===== src/rtl/seg_scan_ctrl.sv =====
// seg_scan_ctrl
// -----------------------------------------------------------------------------
// Scan and update controller for the multiplexed seven-segment display.
// One shared 3-bit state decoder is time-shared across DIGITS positions by
// rotating the active-low anode enables. State-code updates are staged in a
// pending register and committed only at frame boundaries, so no digit ever
// shows a half-updated frame. An optional frame-based blink blanks the display.
//
// Parameters
//   DIGITS        number of scanned digit positions (>= 2)
//   SCAN_DIV      clock cycles each digit stays enabled (>= 2)
//   BLINK_FRAMES  frames per blink half-period (>= 1)
//
// Ports
//   CLK100MHZ       in   system clock, rising edge
//   CPU_RESETN      in   asynchronous active-low reset
//   state_in        in   requested state code, valid 3'b001..3'b100
//   state_load      in   single-cycle strobe qualifying state_in
//   blink           in   level, 1 = blink the whole display
//   digit_mask      in   per-position enable, 1 = position is scanned
//   state_code      out  registered code feeding the state decoder
//   AN              out  registered active-low anode enables
//   update_pending  out  a valid code waits for the next frame boundary
//   load_err        out  one-cycle pulse when an invalid code is rejected
//   frame_tick      out  one-cycle pulse at each frame wrap
// -----------------------------------------------------------------------------

// One anode lane: registered, active-low enable for a single digit position.
module seg_scan_an_lane #(
    parameter int IW   = 2,
    parameter int LANE = 0
) (
    input  logic          clk,
    input  logic          rst_n,
    input  logic [IW-1:0] idx_next,
    input  logic          en,
    input  logic          visible_next,
    output logic          an
);
    always_ff @(posedge clk or negedge rst_n) begin
        if (!rst_n) an <= 1'b1;
        else        an <= ~((idx_next == IW'(LANE)) & en & visible_next);
    end
endmodule

module seg_scan_ctrl #(
    parameter int DIGITS       = 8,
    parameter int SCAN_DIV     = 100000,
    parameter int BLINK_FRAMES = 64
) (
    input  logic              CLK100MHZ,
    input  logic              CPU_RESETN,
    input  logic [2:0]        state_in,
    input  logic              state_load,
    input  logic              blink,
    input  logic [DIGITS-1:0] digit_mask,
    output logic [2:0]        state_code,
    output logic [DIGITS-1:0] AN,
    output logic              update_pending,
    output logic              load_err,
    output logic              frame_tick
);
    localparam int IW = $clog2(DIGITS);
    localparam int PW = $clog2(SCAN_DIV);
    localparam int BW = (BLINK_FRAMES > 1) ? $clog2(BLINK_FRAMES) : 1;

    logic [PW-1:0] presc;
    logic [IW-1:0] idx, idx_next;
    logic [BW-1:0] bcnt, bcnt_next;
    logic          visible, visible_next;
    logic [2:0]    pending;
    logic          scan_tick, frame_wrap;
    logic          code_valid, load_ok, load_bad;

    assign scan_tick  = (presc == PW'(SCAN_DIV - 1));
    assign frame_wrap = scan_tick && (idx == IW'(DIGITS - 1));

    // Only codes 1..4 drive a meaningful decoder pattern.
    assign code_valid = (state_in != 3'd0) && (state_in <= 3'd4);
    assign load_ok    = state_load &  code_valid;
    assign load_bad   = state_load & ~code_valid;

    // ---------------- prescaler and digit index ----------------
    always_ff @(posedge CLK100MHZ or negedge CPU_RESETN) begin
        if (!CPU_RESETN)    presc <= '0;
        else if (scan_tick) presc <= '0;
        else                presc <= presc + PW'(1);
    end

    always_comb begin
        idx_next = idx;
        if (scan_tick) begin
            if (idx == IW'(DIGITS - 1)) idx_next = '0;
            else                        idx_next = idx + IW'(1);
        end
    end

    always_ff @(posedge CLK100MHZ or negedge CPU_RESETN) begin
        if (!CPU_RESETN) idx <= '0;
        else             idx <= idx_next;
    end

    always_ff @(posedge CLK100MHZ or negedge CPU_RESETN) begin
        if (!CPU_RESETN) frame_tick <= 1'b0;
        else             frame_tick <= frame_wrap;
    end

    // ---------------- blink ----------------
    // With blink low the display is forced visible and the phase restarts,
    // so re-enabling blink always begins with a full visible half-period.
    always_comb begin
        bcnt_next    = bcnt;
        visible_next = visible;
        if (!blink) begin
            bcnt_next    = '0;
            visible_next = 1'b1;
        end else if (frame_wrap) begin
            if (bcnt == BW'(BLINK_FRAMES - 1)) begin
                bcnt_next    = '0;
                visible_next = ~visible;
            end else begin
                bcnt_next    = bcnt + BW'(1);
            end
        end
    end

    always_ff @(posedge CLK100MHZ or negedge CPU_RESETN) begin
        if (!CPU_RESETN) begin
            bcnt    <= '0;
            visible <= 1'b1;
        end else begin
            bcnt    <= bcnt_next;
            visible <= visible_next;
        end
    end

    // ---------------- load staging and frame-aligned commit ----------------
    // On a load that collides with a commit, the old pending value is the one
    // committed; the new value stays pending for the following frame.
    always_ff @(posedge CLK100MHZ or negedge CPU_RESETN) begin
        if (!CPU_RESETN) begin
            state_code     <= 3'b001;
            pending        <= 3'b001;
            update_pending <= 1'b0;
            load_err       <= 1'b0;
        end else begin
            load_err <= load_bad;
            if (frame_wrap && update_pending)
                state_code <= pending;
            if (load_ok) begin
                pending        <= state_in;
                update_pending <= 1'b1;
            end else if (frame_wrap) begin
                update_pending <= 1'b0;
            end
        end
    end

    // ---------------- anode lanes ----------------
    // Each lane is driven from idx_next so AN lines up with the new index on
    // the same edge that advances it; only one lane can match idx_next.
    for (genvar i = 0; i < DIGITS; i++) begin : g_lane
        seg_scan_an_lane #(.IW(IW), .LANE(i)) u_lane (
            .clk          (CLK100MHZ),
            .rst_n        (CPU_RESETN),
            .idx_next     (idx_next),
            .en           (digit_mask[i]),
            .visible_next (visible_next),
            .an           (AN[i])
        );
    end

endmodule


===== config.mk =====
export PLATFORM = sky130hd
export DESIGN_NAME = seg_scan_ctrl
export DESIGN_NICKNAME = d
export VERILOG_FILES = /design/src/rtl/seg_scan_ctrl.sv
export SDC_FILE = /design/constraint.sdc
export NUM_CORES = 1
export LEC_CHECK = 0
export CORE_UTILIZATION = 47
export CTS_BUF_LIST = sky130_fd_sc_hd__clkbuf_2
export DETAILED_ROUTE_END_ITERATION = 16
export PLACE_DENSITY = 0.78
export SETUP_SLACK_MARGIN = 0.3
export SYNTH_ARGS = -nofsm -noshare
export SYNTH_HDL_FRONTEND = slang
export SYNTH_HIERARCHICAL = 1
export SYNTH_SLANG_ARGS = --single-unit

===== constraint.sdc =====
create_clock -name CLK100MHZ -period 3.7 [get_ports CLK100MHZ]
set_input_delay 0.37 -clock CLK100MHZ [delete_from_list [all_inputs] [get_ports CLK100MHZ]]
set_output_delay 0.37 -clock CLK100MHZ [all_outputs]
set_load 0.01 [all_outputs]

Word level (Yosys, flattened, before mapping):

Index checks and enable logic that the tools add are counted.

* register bits: 44
* bits of input ports: 15
* output and inout bits: 14
* word-level logic and storage cells: 77

* $add $sub $neg: 3
* magnitude comparators: 1
* equality and inequality tests: 11
* muxes and demuxes: 11
* bitwise logic cells: 28
* reductions and logical operators: 6

Operators with widths (count)
* AND 1 bit: 18
* two-way mux 6 bit: 3
* adder 17 x 1 -> 17 bit (second input constant): 1
* equality test 17 bit (second input constant): 1
* two-way mux 17 bit: 1
* equality test 3 bit (second input constant): 5
* NOT 1 bit: 10
* adder 6 x 1 -> 6 bit (second input constant): 1
* equality test 3 x 2 -> 1 bit (second input constant): 2
* equality test 6 bit (second input constant): 1
* two-way mux 3 bit: 2
* two-way mux 1 bit: 5
* adder 3 x 1 -> 3 bit (second input constant): 1
* equality test 3 x 1 -> 1 bit (second input constant): 1
* <= comparator 3 bit (second input constant): 1
* logical AND 1 bit: 3
* logical NOT 3 bit: 1
* nonzero test 3 bit: 1
* != test 2 x 1 -> 1 bit (second input constant): 1
* nonzero test 2 bit: 1

Longest topological paths before layout:

* depth after elaboration: 7
* gate-level depth with buffers: 9
* gate-level depth less buffers: 8

Cells and area by module:

The synthesis kept the hierarchy.

By module, submodules not included
* seg_scan_ctrl: times used 1, cells an instance 161, area each 1756.7 um^2, seq. area each 904.6 um^2
* seg_scan_an_lane (g_lane[3].u_lane ...): times used 3, cells an instance 3, area each 38.8 um^2, seq. area each 26.3 um^2
* seg_scan_an_lane (g_lane[1].u_lane ...): times used 2, cells an instance 3, area each 42.5 um^2, seq. area each 26.3 um^2
* seg_scan_an_lane (g_lane[0].u_lane ...): times used 2, cells an instance 3, area each 37.5 um^2, seq. area each 26.3 um^2
* seg_scan_an_lane (g_lane[4].u_lane): times used 1, cells an instance 3, area each 36.3 um^2, seq. area each 26.3 um^2

Least setup slack after synthesis:

OpenSTA, ideal clock, no wires.

* kind: reg-to-reg
* start point: reg presc[0]
* end point: reg g_lane[0].u_lane.an
* setup time: 0.094 ns
* arrival: 2.421 ns
* required time: 3.606 ns
* path slack: 1.185 ns
* stages on the path, launching flop included: 8
* path buffers: 1
* clock period less this slack: 2.515 ns
* path through: dfrtp_1 > ha_1 > nand4_1 > nor4b_1 > and2_1 > buf_2 > mux2_2 > or4_1

* word-level cells in the longest chain between the ends: 6
* elaborated cells on any way between the ends: 9
* classes of those cells: eq/ne: 1; mux: 3; bitwise: 3; reduce/logical: 2

RTL lines
* from (decl): line 67 `logic [PW-1:0] presc;`
* from (signal assigned): line 87 `else presc <= presc + PW'(1);`
* equality test 17 bit: line 75 `assign scan_tick = (presc == PW'(SCAN_DIV - 1));`
* two-way mux 3 bit: line 92 `if (scan_tick) begin`
* named net idx_next[1]: line 68 `logic [IW-1:0] idx, idx_next;`
* logical NOT 3 bit: line 42 `else an <= ~((idx_next == IW'(LANE)) & en & visible_next);`
* AND 1 bit (2 in series): line 42
* NOT 1 bit: line 42
* to (signal assigned): line 42
* to (decl): line 38 `output logic an`

The timed path passes the listed nets, and every way through them passes these cells.
A chain may end at the register's enable or synchronous reset.

Worst setup path after layout:

Same ends and word-level chain as after synthesis.

==> summary.md <==
| Metric | Value |
|---|---|
| Status | completed |
| Grt total ovfl | 0 |
| Max layer used | met4 |
| Worst-case reg-to-reg path depth | 6 |
| Final setup fails | 0 |
| Routed met3 length | 101 um |
| Share of cells above drive strength 1 | 13.9% |
| I/O pins | 29 |
| Die width | 68.4 um |
| Largest net degree at the start of global routing | 45 |
| CTS tree | done |
| Die area | around 4700 um^2 |
| Ys Warns | 6 |
| Ys flop type | dfrtp_1 |
| FMAX | about 0.34 GHz |
| Core Rows | 23 |
| Synth area leader | dfrtp_1 |
| # nets final | 234 |
| Per-cell routed wire length | between 10 and 15 um |
| Fill cells | 363 |
| CTS buffer count | 5 |
| Clock sinks | 44 |
| Synth Cell Area | 2070 um^2 |
| Endpoints failing hold | 0 |
| Total GRT Usage | 18.6% |
| Post-CTS Setup Bufs | 0 |
| VDD IR max | 258 uV |
| Post-DP HPWL | 2780 um |
| Avg Cell Area, Syn | about 11 um^2 |
| Hold Crit Class | in2async |
| RSZ-0062 raised after global routing | no |
| Most common cell in the netlist | dfrtp_1 |
| DRT antenna net count | 0 |
| Setup Crit Path Kind | reg2reg |
| Power per cell area | 330 nW/um^2 |
| Die Y | 68.4 um |
| Critical path capture point type | flip-flop |
| Leakage Power | roughly 1.0 nW |
| Clock Path Buffers | 2 |
| Number of synthesized flops with an enable pin | 0 |
| Period utilization | ~78% |
| DRC | 0 |
| Detailed Route Iter0 Violations | 59 |
| Syn Nets | 204 |
| P&R area growth vs syn | 17.8% |
| DRT Wirelength | 3880 um |
| Worst-Margin Slew | between 0.9 and 1 ns |
| # hold bufs at CTS | 0 |
| Seq cells post-synth | 44 |
| Synth top cells by count | dfrtp_1 (33), nand2_1 (15), nand4_1 (12) |
| Gp weighted congestion | 0.818 |
| WL met1 | about 1900 um |
| Critical path launch point type | flip-flop |
| Critical-path maximum fanout | 12 |
| WP data required | 4.05 ns |
| Initial core utilization | roughly half |
| Async SR Flop Fraction | 100% |
| Final instance area | 2440 um^2 |
| Setup tns final | 0 ns |
| Placed inst area | roughly 2400 um^2 |
| Clock Latency Late Sink | 0.40 ns |
| DRT Pass-1 Iters | 4 |
| Met2 WL post-DR | 1820 um |
| Post-CTS sizing | 0 |
| CTS root buf | clkbuf_2 |
| CP arrival | 3.25 ns |
| H-Tree Depth | 2 |
| First-pass GRT wire length | 6370 um |
| Clock transition at path regs | 0.22 ns |
| Vias in the first global route | ~1500 |
| Max Slew Vio Count | 0 |
| Initial antenna violation count | 0 |
| Cells after synthesis | 185 |
| Clock skew | ~0.021 ns |
| Final min period | just under 3 ns |
| Yosys top cell area share | about 40% |
| Ant. Diodes | 0 |
| Ranking of synthesized cells by area | dfrtp_1 (40%), dfstp_2 (14%), xor2_1 (4.2%) |
| PortBufs | 28 |
| Post-synthesis sequential area ratio | between 50% and 60% |
| Maxcap violations | 0 |
| Slew Limit Headroom | between 30% and 40% |
| Vias | between 1000 and 1500 |
| Core Area | 4120 um^2 |
| Synth unique cells | 42 |
| Vias per inst | 5.49 |
-- registers in the layout (all words and copies together) (netlist names), 3 cells and up --
register / flops
idx: 3
bcnt: 6
g_lane.u_lane/an: 8
state_code: 3
presc: 17
pending: 3
-- where the power goes --
group	total (mW)	switching [mW]	internal, mW
clock	0.264	0.148	0.116
combinational	0.0441	0.0222	0.0219
sequential	0.495	0.00472	0.491
-- metal layers --
layer,vias up,track usage [%]
li1,721,-
met1,709,23.1
met2,23,30.9
met3,8,3.83
met4,0,8.59
met5,-,0
-- critical path, stage by stage, from the launching register on --
cell,delay (ns)
dfrtp_1,0.42
ha_1,0.28
nand4_1,0.14
nor4b_1,0.50
and2_1,0.51
mux2_2,0.46
or4_1,0.53
-- path summary, 6_finish.rpt --
check / endpoint / slack (ns) / startpoint
max: g_lane[0].u_lane/an / 0.80 / presc[0]
min: presc[10] / 0.08 / CPU_RESETN
max reg2reg: g_lane[0].u_lane/an / 0.80 / presc[0]
min reg2reg: pending[0] / 0.49 / pending[0]
max in group asynchronous: bcnt[1] / 3.05 / CPU_RESETN
min in group CLK100MHZ: g_lane[1].u_lane/an / 0.44 / digit_mask[1]
-- layout by cell type, fill, tap and decap left out, drive strengths merged, types with 6 or more instances in the layout --
cell type and n:
xor2 10, nand2 15, clkdlybuf4s50 27, dfrtp 33, nand4 12, dfstp 11
clkbuf 6, nand3 8, mux2 7, and3 7, xnor2 6, nor2 10
-- cell families after synthesis --
kind of cell | Yosys count | share of synthesized area (%)
XOR/XNOR | 16 | 6.77
flip-flops | 44 | 53.9
adder cells (fa/ha/maj) | 4 | 2.42
buffers and inverters | 10 | 2.60
multiplexers | 8 | 4.29
AO/OA/AOI/OAI | 20 | 6.59
AND/OR/NAND/NOR | 83 | 23.5
-- cell type report --
class / instances / area [um^2] / area share [%]
Sequential cell: 44 / 1110 / 45.7
Multi-Input combinational cell: 131 / 901 / 37.0
Timing Repair Buffer: 28 / 275 / 11.3
Tap cell: 50 / 62.6 / 2.57
Clock inverter: 2 / 35.0 / 1.44
Clock buffer: 6 / 30.0 / 1.23
Inverter: 5 / 18.8 / 0.770
-- stage by stage --
stage / std cells / setup WS, ns / utilization [%] / hold slack [ns] / power, mW
after floorplan: 185 / 1.19 / - / 0.0744 / 0.516
after global placement: 258 / 0.992 / 57.6 / 0.453 / 0.548
after detailed placement: 258 / 0.858 / 57.6 / 0.461 / 0.549
after CTS: 266 / 0.798 / 59.2 / 0.0925 / 0.813
after global routing: 266 / 0.665 / 59.2 / 0.146 / 0.837
final: 266 / 0.800 / 59.2 / 0.0783 / 0.804
(Power assumes the default switching activity.)
